[src/rtl/ntt_result_reader.sv]
// ntt_result_reader
// Streams a finished polynomial out of the NTT working BRAM. Each read
// fetches a pair of coefficients: even address on port A, odd address on
// port B. A small FIFO absorbs the one-cycle read latency and downstream
// stalls. When enabled, each coefficient gets one canonical correction
// into [0, Q).
module ntt_result_reader #(
    parameter int WIDTH      = 16,
    parameter int ADDR_W     = 8,
    parameter int N          = 256,
    parameter int Q          = 3329,
    parameter int FIFO_DEPTH = 4
) (
    input  logic              clk,
    input  logic              rst_n,
    input  logic              start,
    input  logic              canon_en,
    output logic              busy,
    output logic              done,
    output logic              rd_en,
    output logic [ADDR_W-1:0] raddr_a,
    output logic [ADDR_W-1:0] raddr_b,
    input  logic [31:0]       dout_a,
    input  logic [31:0]       dout_b,
    output logic              m_valid,
    input  logic              m_ready,
    output logic [WIDTH-1:0]  m_data,
    output logic [ADDR_W-1:0] m_index,
    output logic              m_last
);

    localparam int PAIRS  = N / 2;
    localparam int PAIR_W = $clog2(PAIRS) + 1;
    localparam int PTR_W  = $clog2(FIFO_DEPTH);
    localparam int CNT_W  = PTR_W + 1;
    localparam int NEED_W = CNT_W + 2;

    // Modulus widened by two bits so that x+Q and x-Q cannot overflow
    localparam logic signed [WIDTH+1:0] Q_S = (WIDTH + 2)'(Q);

    typedef enum logic [1:0] {
        ST_IDLE,
        ST_RUN,
        ST_DRAIN
    } state_t;

    state_t state_reg, state_next;

    logic [PAIR_W-1:0] pair_reg;      // read pairs issued so far
    logic              pending_reg;   // a read was issued last cycle
    logic              canon_reg;     // canon_en latched at start
    logic              done_reg;
    logic [PTR_W-1:0]  wr_ptr_reg;
    logic [PTR_W-1:0]  rd_ptr_reg;
    logic [CNT_W-1:0]  count_reg;
    logic [ADDR_W-1:0] out_idx_reg;   // index of the coefficient at the FIFO head

    logic [WIDTH-1:0]  fifo_mem [FIFO_DEPTH];

    logic              issue;
    logic              done_set;
    logic              push;
    logic              pop;
    logic              drain_done;
    logic              space_ok;
    logic              start_accept;
    logic [NEED_W-1:0] need;
    logic [WIDTH-1:0]  lane_word [2];

    // Upper BRAM word bits carry nothing for this block
    logic unused_upper;
    assign unused_upper = ^{dout_a[31:WIDTH], dout_b[31:WIDTH]};

    // Slots needed if another read is issued now: the pair it brings plus
    // the pair still in flight. Pops in this cycle are deliberately not
    // credited, which keeps the check independent of m_ready.
    assign need     = {2'b00, count_reg} + (pending_reg ? NEED_W'(4) : NEED_W'(2));
    assign space_ok = (need <= NEED_W'(FIFO_DEPTH));

    assign start_accept = (state_reg == ST_IDLE) && start;
    assign push         = pending_reg;
    assign m_valid      = (count_reg != '0);
    assign pop          = m_valid && m_ready;

    // The FIFO is empty after this edge and nothing more can arrive
    assign drain_done = !pending_reg &&
                        ((count_reg == '0) || ((count_reg == CNT_W'(1)) && pop));

    // Next-state logic plus read-issue and completion decodes
    always_comb begin
        state_next = state_reg;
        issue      = 1'b0;
        done_set   = 1'b0;
        unique case (state_reg)
            ST_IDLE: begin
                if (start) begin
                    state_next = ST_RUN;
                end
            end
            ST_RUN: begin
                if (pair_reg == PAIR_W'(PAIRS)) begin
                    state_next = ST_DRAIN;
                end else if (space_ok) begin
                    issue = 1'b1;
                end
            end
            ST_DRAIN: begin
                if (drain_done) begin
                    state_next = ST_IDLE;
                    done_set   = 1'b1;
                end
            end
            default: begin
                state_next = ST_IDLE;
            end
        endcase
    end

    // FSM state register
    always_ff @(posedge clk or negedge rst_n) begin
        if (!rst_n) begin
            state_reg <= ST_IDLE;
        end else begin
            state_reg <= state_next;
        end
    end

    // Run control: pair counter, in-flight flag, latched mode, done pulse
    always_ff @(posedge clk or negedge rst_n) begin
        if (!rst_n) begin
            pair_reg    <= '0;
            pending_reg <= 1'b0;
            canon_reg   <= 1'b0;
            done_reg    <= 1'b0;
        end else begin
            pending_reg <= issue;
            done_reg    <= done_set;
            if (start_accept) begin
                canon_reg <= canon_en;
                pair_reg  <= '0;
            end else if (issue) begin
                pair_reg <= pair_reg + PAIR_W'(1);
            end
        end
    end

    // FIFO pointers, occupancy and output index; a push adds two entries
    always_ff @(posedge clk or negedge rst_n) begin
        if (!rst_n) begin
            wr_ptr_reg  <= '0;
            rd_ptr_reg  <= '0;
            count_reg   <= '0;
            out_idx_reg <= '0;
        end else begin
            if (push) begin
                wr_ptr_reg <= wr_ptr_reg + PTR_W'(2);
            end
            if (pop) begin
                rd_ptr_reg <= rd_ptr_reg + PTR_W'(1);
            end
            count_reg <= count_reg + (push ? CNT_W'(2) : CNT_W'(0))
                                   - (pop  ? CNT_W'(1) : CNT_W'(0));
            if (start_accept) begin
                out_idx_reg <= '0;
            end else if (pop) begin
                out_idx_reg <= out_idx_reg + ADDR_W'(1);
            end
        end
    end

    assign lane_word[0] = dout_a[WIDTH-1:0];
    assign lane_word[1] = dout_b[WIDTH-1:0];

    // One canonical-correction lane per BRAM port
    genvar gi;
    generate
        for (gi = 0; gi < 2; gi++) begin : g_lane
            logic signed [WIDTH+1:0] x_ext;
            logic [WIDTH-1:0]        res;

            assign x_ext = {{2{lane_word[gi][WIDTH-1]}}, lane_word[gi]};

            // Single correction toward [0, Q) when the run asked for it
            always_comb begin
                res = lane_word[gi];
                if (canon_reg) begin
                    if (x_ext < 0) begin
                        res = WIDTH'(x_ext + Q_S);
                    end else if (x_ext >= Q_S) begin
                        res = WIDTH'(x_ext - Q_S);
                    end
                end
            end
        end
    endgenerate

    // FIFO storage: port A word lands first, port B word right behind it
    always_ff @(posedge clk) begin
        if (push) begin
            fifo_mem[wr_ptr_reg]              <= g_lane[0].res;
            fifo_mem[wr_ptr_reg + PTR_W'(1)]  <= g_lane[1].res;
        end
    end

    assign busy    = (state_reg != ST_IDLE);
    assign done    = done_reg;
    assign rd_en   = issue;
    assign raddr_a = issue ? ADDR_W'({pair_reg, 1'b0}) : '0;
    assign raddr_b = issue ? ADDR_W'({pair_reg, 1'b1}) : '0;
    assign m_data  = m_valid ? fifo_mem[rd_ptr_reg] : '0;
    assign m_index = out_idx_reg;
    assign m_last  = m_valid && (out_idx_reg == ADDR_W'(N - 1));

endmodule

[config.mk]
export PLATFORM = sky130hd
export DESIGN_NAME = ntt_result_reader
export DESIGN_NICKNAME = d
export VERILOG_FILES = /design/src/rtl/ntt_result_reader.sv
export SDC_FILE = /design/constraint.sdc
export NUM_CORES = 1
export LEC_CHECK = 0
export ABC_AREA = 1
export CORE_UTILIZATION = 45
export CTS_BUF_LIST = sky130_fd_sc_hd__clkbuf_4
export DETAILED_ROUTE_END_ITERATION = 6
export PLACE_DENSITY = 0.74
export SLEW_MARGIN = 20
export SYNTH_ARGS = -nofsm -noshare
export SYNTH_HDL_FRONTEND = slang
export SYNTH_SLANG_ARGS = --single-unit
export TNS_END_PERCENT = 100
[constraint.sdc]
create_clock -name clk -period 2.4 [get_ports clk]
set_clock_uncertainty 0.2 [all_clocks]
set_input_delay 0.24 -clock clk [delete_from_list [all_inputs] [get_ports clk]]
set_output_delay 0.24 -clock clk [all_outputs]
set_load 0.05 [all_outputs]
# After elaboration in Yosys (flattened, before gate mapping)
# Memory sizes are Yosys's and may differ from the RTL's.
# Cells that the tools add are included.
[classes] add_sub_neg=12 muxes=27 order_cmp=5 eq_ne=8 reduce_logical=14
[op_table] op="2-to-1 mux 16 bit" n=7
[op_table] op="2-to-1 mux 8 bit" n=6
[op_table] op="adder 16 x 13 -> 16 bit (second input constant)" n=2
[op_table] op=">= comparator 16 x 13 -> 1 bit (second input constant)" n=2
[op_table] op="< comparator 16 x 1 -> 1 bit (second input constant)" n=2
[op_table] op="subtractor 16 x 13 -> 16 bit (second input constant)" n=2
[op_table] op="adder 8 x 1 -> 8 bit (second input constant)" n=2
[op_table] op="equality test 8 bit (second input constant)" n=2
[op_table] op="2-to-1 mux 1 bit" n=8
[op_table] op="2-to-1 mux 2 bit" n=4
[op_table] op="inequality test 2 bit (second input constant)" n=3
[op_table] op="one-hot mux 2 bit (3 select lines)" n=1
[op_table] op="nonzero test 2 bit" n=3
[op_table] op="logical AND 1 bit" n=5
[op_table] op="adder 2 x 1 -> 2 bit (second input constant)" n=2
[op_table] op="adder 3 x 3 -> 4 bit" n=1
[op_table] op="<= comparator 4 x 3 -> 1 bit (second input constant)" n=1
[op_table] op="adder 3 x 2 -> 3 bit" n=1
[op_table] op="equality test 3 x 1 -> 1 bit (second input constant)" n=1
[op_table] op="logical NOT 3 bit" n=1
[op_table] op="2-to-1 mux 3 bit" n=1
[op_table] op="AND reduction 3 bit" n=1
[op_table] op="nonzero test 3 bit" n=1
[op_table] op="subtractor 3 x 1 -> 3 bit" n=1
[op_table] op="other kinds (6)" n=6
[word_totals] output_inout_bits=45 n_memories=1 input_bits=69 ff_bits=28 ramBits=64 wordCells=76
[mem_list] name="fifo_mem" depth=4 word_bits=16 read_ports=1 rd_clocked_by_memory_dff=0 wr=2 line="58" text="logic [WIDTH-1:0] fifo_mem [FIFO_DEPTH];"

# Longest topological paths before layout
# Gate-level depths: netlist of run 1.
[depth] depth_word=8 mapped_depth=13 depth_no_buf=13

# Worst setup path before layout of run 1
# No wires, ideal clock.
[synth_timing] path_kind="register -> output" from="register pending_reg" to="output raddr_b[6]" required_ps=1960 path_slack_ps=-719 t_arrival_ps=2679 n_path_buf=1 stages_incl_launch_ff=12 path_cell_list="dfrtp_1 -> inv_1 -> ha_1 -> fa_1 -> o21ai_0 -> inv_1 -> nor2_1 -> nand3_2 -> inv_1 -> nand2_1 -> inv_1 -> buf_4"
[synth_via] elab_chain_len=7
[synth_rtl] element="from (decl)" line="50" text="logic pending_reg;"
[synth_rtl] element="from (signal assigned)" line="136" text="pending_reg <= issue;"
[synth_rtl] element="2-to-1 mux 3 bit" line="77" text="assign need = {2'b00, count_reg} + (pending_reg ? NEED_W'(4) : NEED_W'(2));"
[synth_rtl] element="adder 3 x 3 -> 4 bit" line="77"
[synth_rtl] element="<= comparator 4 x 3 -> 1 bit" line="78" text="assign space_ok = (need <= NEED_W'(FIFO_DEPTH));"
[synth_rtl] element="2-to-1 mux 1 bit" line="103" text="end else if (space_ok) begin"
[synth_rtl] element="2-to-1 mux 1 bit" line="101" text="if (pair_reg == PAIR_W'(PAIRS)) begin"
[synth_rtl] element="2-to-1 mux 1 bit" line="94" text="unique case (state_reg)"
[synth_rtl] element="via rd_en" line="20" text="output logic rd_en,"
[synth_rtl] element="2-to-1 mux 8 bit" line="209" text="assign raddr_b = issue ? ADDR_W'({pair_reg, 1'b1}) : '0;"
[synth_rtl] element="to (decl)" line="22" text="output logic [ADDR_W-1:0] raddr_b,"
# The timed path passes the listed nets, and every way through them passes these cells.

# Worst setup path in the final report of run 1
[layout_timing] from="register pending_reg" to="output raddr_a[4]"
[layout_via] elab_chain_len=7
[layout_rtl] element="2-to-1 mux 3 bit" line="77"
[layout_rtl] element="adder 3 x 3 -> 4 bit" line="77"
[layout_rtl] element="<= comparator 4 x 3 -> 1 bit" line="78"
[layout_rtl] element="2-to-1 mux 1 bit" line="103"
[layout_rtl] element="2-to-1 mux 1 bit" line="101"
[layout_rtl] element="2-to-1 mux 1 bit" line="94"
[layout_rtl] element="2-to-1 mux 8 bit" line="208" text="assign raddr_a = issue ? ADDR_W'({pair_reg, 1'b0}) : '0;"
[layout_rtl] element="to (decl)" line="21" text="output logic [ADDR_W-1:0] raddr_a,"
# No other way between the ends.

==> run metrics, run 1 <==
crit path max-delay cell type fa_1; commonest non-fill, non-tap cells in the layout nand2_1, nor2_1, buf_4, inv_1, edfxtp_1; Pint approximately 4400 uW; RSZ-0062 raised after global routing yes; row count 41; Mapped Nets roughly 890; DIE AREA about 14000 um^2; synth unique cells 38; CP Class flip-flop to primary output; clk buf depth 2; Die H between 100 and 150 um; Final Hold Viols 0; vias in the first global route about 5.3k; worst path cell trace inv_2 > ha_4 > fa_1 > o21ai_1 > inv_1 > nor2_2 > nand3_4 > buf_4 > nor2_4 > buf_12; most common cell after layout, fill and taps aside nand2_1; syn avg cell area around 7.4 um^2; Power Dens Cells ~1000 nW/um^2; element type at the critical path end primary output; combinational power share between 60% and 70%; routability cong. 0.945; Worst-Skew Late Latency between 0.4 and 0.5 ns; Synth Area in Compound Gates 9.84%; Worst Max-Slew Pin Slew between 0.5 and 0.6 ns; placed inst area ~7600 um^2; Pleak about 0.0035 uW; sequential fraction of the synthesis area 43.6%; sw power 3960 uW; overflow left after global routing 0; DP HPWL 11.8 mm; Area Overhead vs Synth 34.2%; delay-heaviest family, CP adder cells; Top Layer Used met4; final instance area ~8000 um^2; Primary FF master, synth edfxtp_1; wire length on met3 1.02 mm; # diodes 0; Cells after Synth about 800; initial core utilization a little under half; Via density about 5.2; layout cells sized above 1 between 20% and 30%; initial antenna violation count 0; post-synthesis mux area share 0%; critical path arrival roughly 2.4 ns; Post-synth EDFFs 64; DRT met1 WL approximately 6.9 mm; max cap viols 0; Total Nets Final just over 1k; Reg power frac ~27%; Vias roughly 5.8k; Iter 0 DRT Violations 481; Hold Slack just under 0.2 ns; Final Max Tran Viols 0; Clk pin slew, worst setup/hold paths between 0.1 and 0.15 ns; first-pass GRT wire length between 20 and 30 mm; drc violations 0; cts bufs inserted 9; WP buf/inv 4; clock sinks 91; #FFs+latches synth 91; TritonCTS clock tree done; IO Port Bufs 80; H-tree Lvls 3; largest net degree at the start of global routing 34; Simple-Gate Fraction of Synth Area 32.3%; Setup violations, final 16; Sequential cell area 2600 um^2; share of flip-flops with an asynchronous set or reset between 20% and 30%; antenna-violating nets left 0; register-to-register setup slack 0.07 ns; flip-flop count of the largest register after layout 64; Placement Setup Slack -0.0384 ns; area of the multi-input gates roughly 3000 um^2; failing checks negative setup slack; GRT Resource Usage Total 23.8%; core area around 13000 um^2; Synth Cell Area between 5000 and 6000 um^2; Final min period ~2.8 ns; Max Fclk approximately 350 MHz; worst-path maximum fanout 7; Worst Setup Slack, final -0.419 ns; YS warnings 0; filler instances roughly 1.1k; root buf cell clkbuf_4; fin crit share 117%; Required @ worst endpoint just under 2 ns; min-delay worst type primary input to flip-flop; Peak VDD IR 0.526 mV; switch share between 40 and 50%; first-pass detailed-route iteration total 5; average wire per cell in the routed design around 14 um; slew margin rel. between 60 and 70%; Die Wd roughly 120 um; status complete, but fails checks; slowest stage delay, CP approximately 0.44 ns; WL final 15.4 mm; Post-Synth Adder-Cell Area approximately 3%; area share of xor/xnor cells in the synthesized design ~2.6%; I/O pin count approximately 110; metal2 WL just over 7 mm; largest family of logic cells by synthesized area simple AND/OR/NAND/NOR gates; clock power share a little over a tenth; crit path launch type flip-flop
metrics by stage:
step,setup TNS (ns),cells,power [uW],util [%]
2_1_floorplan,-5.64,802,5360,-
3_3_place_gp,-0.0399,1091,7030,59.8
3_5_place_dp,-0.432,1091,7120,59.8
4_1_cts,-6.12,1122,8250,62.2
5_1_grt,-8.54,1122,8910,62.6
6_report,-6.31,1122,8350,62.6
area by class of cell:
type / instances / area share (%)
clock buffer: 10 / 0.940
clock inverter: 6 / 0.940
inverter: 88 / 4.31
multi-input combinational: 590 / 37.6
sequential: 91 / 32.5
tap: 172 / 2.69
timing repair buffer: 165 / 21.0
kinds of logic (layout without fill, tap and decap cells):
kind of cell	after synthesis	after routing
flops	91	91
fa+ha+maj	14	14
compound gates	109	109
buf+inv	121	269
xor+xnor	18	18
simple gates	448	448
other cells	1	1
cells in the mapped netlist (3+ instances only):
cell type	number	area, um^2
nand2_1	201	754
nor2_1	141	529
inv_1	83	312
edfxtp_1	64	1920
o21ai_0	60	300
nand3_1	51	255
a21oi_1	35	175
dfrtp_1	27	676
nand4_1	22	138
xor2_1	15	131
clkbuf_1	14	52.6
ha_1	13	163
nor3_1	11	55.1
buf_4	9	67.6
o211ai_1	6	45.0
buf_2	5	25.0
nand2_2	5	31.3
nor2_2	5	31.3
nor2_4	5	56.3
buf_1	4	15.0
inv_2	4	15.0
xnor2_1	3	26.3
worst min-delay path, stage by stage:
cell	delay, ns
clkdlybuf4s50_1	0.40
nand2_1	0.06
o21ai_0	0.07
worst paths after layout:
kind                                            from                        end  cells after the start
setup / recovery               pending_reg$_DFF_PN0_                 raddr_a[4]                     10
hold / removal                              canon_en      canon_reg$_DFFE_PN0P_                      3
setup reg to reg               pending_reg$_DFF_PN0_    pair_reg[0]$_DFFE_PN0P_                     11
hold reg to reg            wr_ptr_reg[1]$_DFFE_PN0P_  wr_ptr_reg[1]$_DFFE_PN0P_                      1
max in group asynchronous                      rst_n  rd_ptr_reg[0]$_DFFE_PN0P_                      3
min in group asynchronous                      rst_n   state_reg[0]$_DFFE_PN0P_                      3
what timing repair did:
action | in CTS | in global routing
pin swaps | 0 | 5
setup buffers | 14 | 0
hold endpoints to repair | 27 | 0
gates resized for setup | 12 | 22
hold buffers | 1 | 0
setup endpoints to repair | 31 | 39
cloned | 0 | 0
per-layer routing:
| layer | track usage [%] | vias to the layer above |
|---|---|---|
| met5 | 0 | - |
| met3 | 2.06 | 16 |
| met1 | 33.0 | 2663 |
| met4 | 6.24 | 0 |
| li1 | - | 2895 |
| met2 | 40.3 | 226 |
power groups by stage:
stage / combinational, uW / sequential (uW) / clock [uW]
CTS: 5080 / 2280 / 891
global route: 5630 / 2320 / 960
floorplan: 3000 / 2370 / 0
finish: 5200 / 2280 / 871
detailed placement: 4800 / 2320 / 0
global placement: 4710 / 2310 / 0
Note: power is estimated with default switching activity, not from simulation.
==> inputs of run 2 (changes only) <==
--- a/config.mk
+++ b/config.mk
@@ -7,9 +7,8 @@
 export LEC_CHECK = 0
 export ABC_AREA = 1
 export CORE_UTILIZATION = 45
-export CTS_BUF_LIST = sky130_fd_sc_hd__clkbuf_4
 export DETAILED_ROUTE_END_ITERATION = 6
-export PLACE_DENSITY = 0.74
+export PLACE_DENSITY = 0.73
 export SLEW_MARGIN = 20
 export SYNTH_ARGS = -nofsm -noshare
 export SYNTH_HDL_FRONTEND = slang
==> run metrics, run 2 (synthesis results as in run 1) <==
GRT Resource Usage Total around 24%; I/O pin count around 110; Iter 0 DRT Violations slightly above 500; RSZ-0062 raised after global routing yes; Overall Power 8710 uW; most used cell, CP clkinvlp_4; row count 41; largest net degree at the start of global routing 33; Die H ~120 um; Worst Setup Slack, final -0.308 ns; most common cell after layout, fill and taps aside nand2_1; commonest non-fill, non-tap cells in the layout nand2_1, nor2_1, buf_4, inv_1, edfxtp_1; overflow left after global routing 0; Worst-Skew Late Latency 0.34 ns; worst-path maximum fanout 8; WL final about 16 mm; root buf cell clkbuf_16; status complete, but fails checks; Power Dens Cells ~1100 nW/um^2; Max Fclk about 370 MHz; Die Wd around 120 um; slew margin rel. around two thirds; core area around 13000 um^2; flip-flop count of the largest register after layout 64; DIE AREA approximately 14000 um^2; Setup violations, final 17; final std cells w/o fill about 1.1k; Worst Max-Slew Pin Slew a little over 0.5 ns; Total Nets Final 1025; antenna-violating nets left 0; Final Hold Viols 0; # diodes 0; initial core utilization 46.6%; H-tree Lvls 3; crit path launch type flip-flop; Placement Setup Slack -0.0365 ns; drc violations 0; first-pass GRT wire length 25.1 mm; clock sinks between 90 and 100; setup total negative slack -4.18 ns; DP HPWL around 12 mm; Via density between 5 and 6; cts bufs inserted 9; fin crit share 113%; vias in the first global route ~5.3k; worst path cell trace buf_4 > fa_1 > o21ai_1 > inv_1 > nor2_4 > nand3_4 > clkinvlp_4 > nand2_2 > clkinvlp_4 > buf_12; Required @ worst endpoint approximately 2 ns; dpl cells between 1k and 1.5k; failing checks negative setup slack; Clk pin slew, worst setup/hold paths approximately 0.070 ns; CP Class flip-flop to primary output; slowest stage delay, CP 0.53 ns; Final min period about 2.7 ns; TritonCTS clock tree done; Area Overhead vs Synth 35.1%; Vias 5744; layout cells sized above 1 19.7%; Final Max Tran Viols 0; Hold Slack around 0.082 ns; min-delay worst type primary input to async pin; critical path arrival 2.27 ns; Pleak 0.00355 uW; clk buf depth 2; Peak VDD IR ~0.54 mV; routability cong. ~0.9; first-pass detailed-route iteration total 5; initial antenna violation count 0; average wire per cell in the routed design around 14 um; IO Port Bufs 80; element type at the critical path end primary output; max cap viols 0; crit path max-delay cell type fa_1
-- run 2: changes by cell type in the layout (fill, tap and decap cells not counted), sizes merged --
cell,previous run,this run
dlygate4sd2,1,0
buf,117,115
inv,86,88
clkdlybuf4s50,46,47
clkbuf,10,9
bufinv,1,0
dlygate4sd3,1,0
-- run 2: path summary, 6_finish.rpt --
check / startpoint / to / slack (ns) / cells after the start
worst max-delay path: pending_reg$_DFF_PN0_ / raddr_b[6] / -0.31 / 10
worst min-delay path: rst_n / count_reg[2]$_DFF_PN0_ / 0.08 / 2
worst max register to register: pending_reg$_DFF_PN0_ / pair_reg[3]$_DFFE_PN0P_ / 0 / 12
worst min register to register: wr_ptr_reg[1]$_DFFE_PN0P_ / wr_ptr_reg[1]$_DFFE_PN0P_ / 0.31 / 1
max in group asynchronous: rst_n / rd_ptr_reg[1]$_DFFE_PN0P_ / 1.63 / 2
min in group clk: wr_ptr_reg[1]$_DFFE_PN0P_ / wr_ptr_reg[1]$_DFFE_PN0P_ / 0.31 / 1
-- run 2: repair_timing --
item,4_1_cts,5_1_grt
endpoints found under the setup margin,26,31
buffers inserted,7,3
hold buffers,0,0
gates resized for setup,7,3
pin swaps,0,0
-- run 2: final cells by class --
class | instances | area [um^2]
tap | 172 | 215
multi-input combinational | 590 | 2980
inverter | 88 | 343
fill | 1072 | 4730
clock buffer | 9 | 225
timing repair buffer | 162 | 1630
clock inverter | 7 | 55.1
sequential | 91 | 2600
-- run 2: where the power goes --
group | switching [uW] | total (uW) | internal [uW]
Clock | 617 | 1330 | 716
Combinational | 3200 | 5070 | 1870
Sequential | 211 | 2310 | 2100
Total | 4030 | 8710 | 4680
-- run 2: routing by layer --
| layer | track usage [%] | wire length [um] | vias up |
|---|---|---|---|
| met4 | 8.95 | 349 | 0 |
| met3 | 2.16 | 919 | 25 |
| met5 | 0 | 0 | - |
| li1 | - | - | 2896 |
| met2 | 39.7 | 7270 | 218 |
| met1 | 33.2 | 6970 | 2605 |
-- run 2: worst max-delay path, delay by kind of cell (launching register included) --
family / cells / cell delay [ns]
simple gates: 3 / 0.27
compound gates: 1 / 0.06
buf+inv: 5 / 0.67
flops: 1 / 0.40
fa+ha+maj: 1 / 0.53
-- run 2: per-stage QoR --
step,instance area (um^2),utilization [%]
3_5_place_dp,7650,59.9
6_report,8040,62.9
2_1_floorplan,6070,-
3_3_place_gp,7650,59.9
4_1_cts,8000,62.7
5_1_grt,8040,62.9
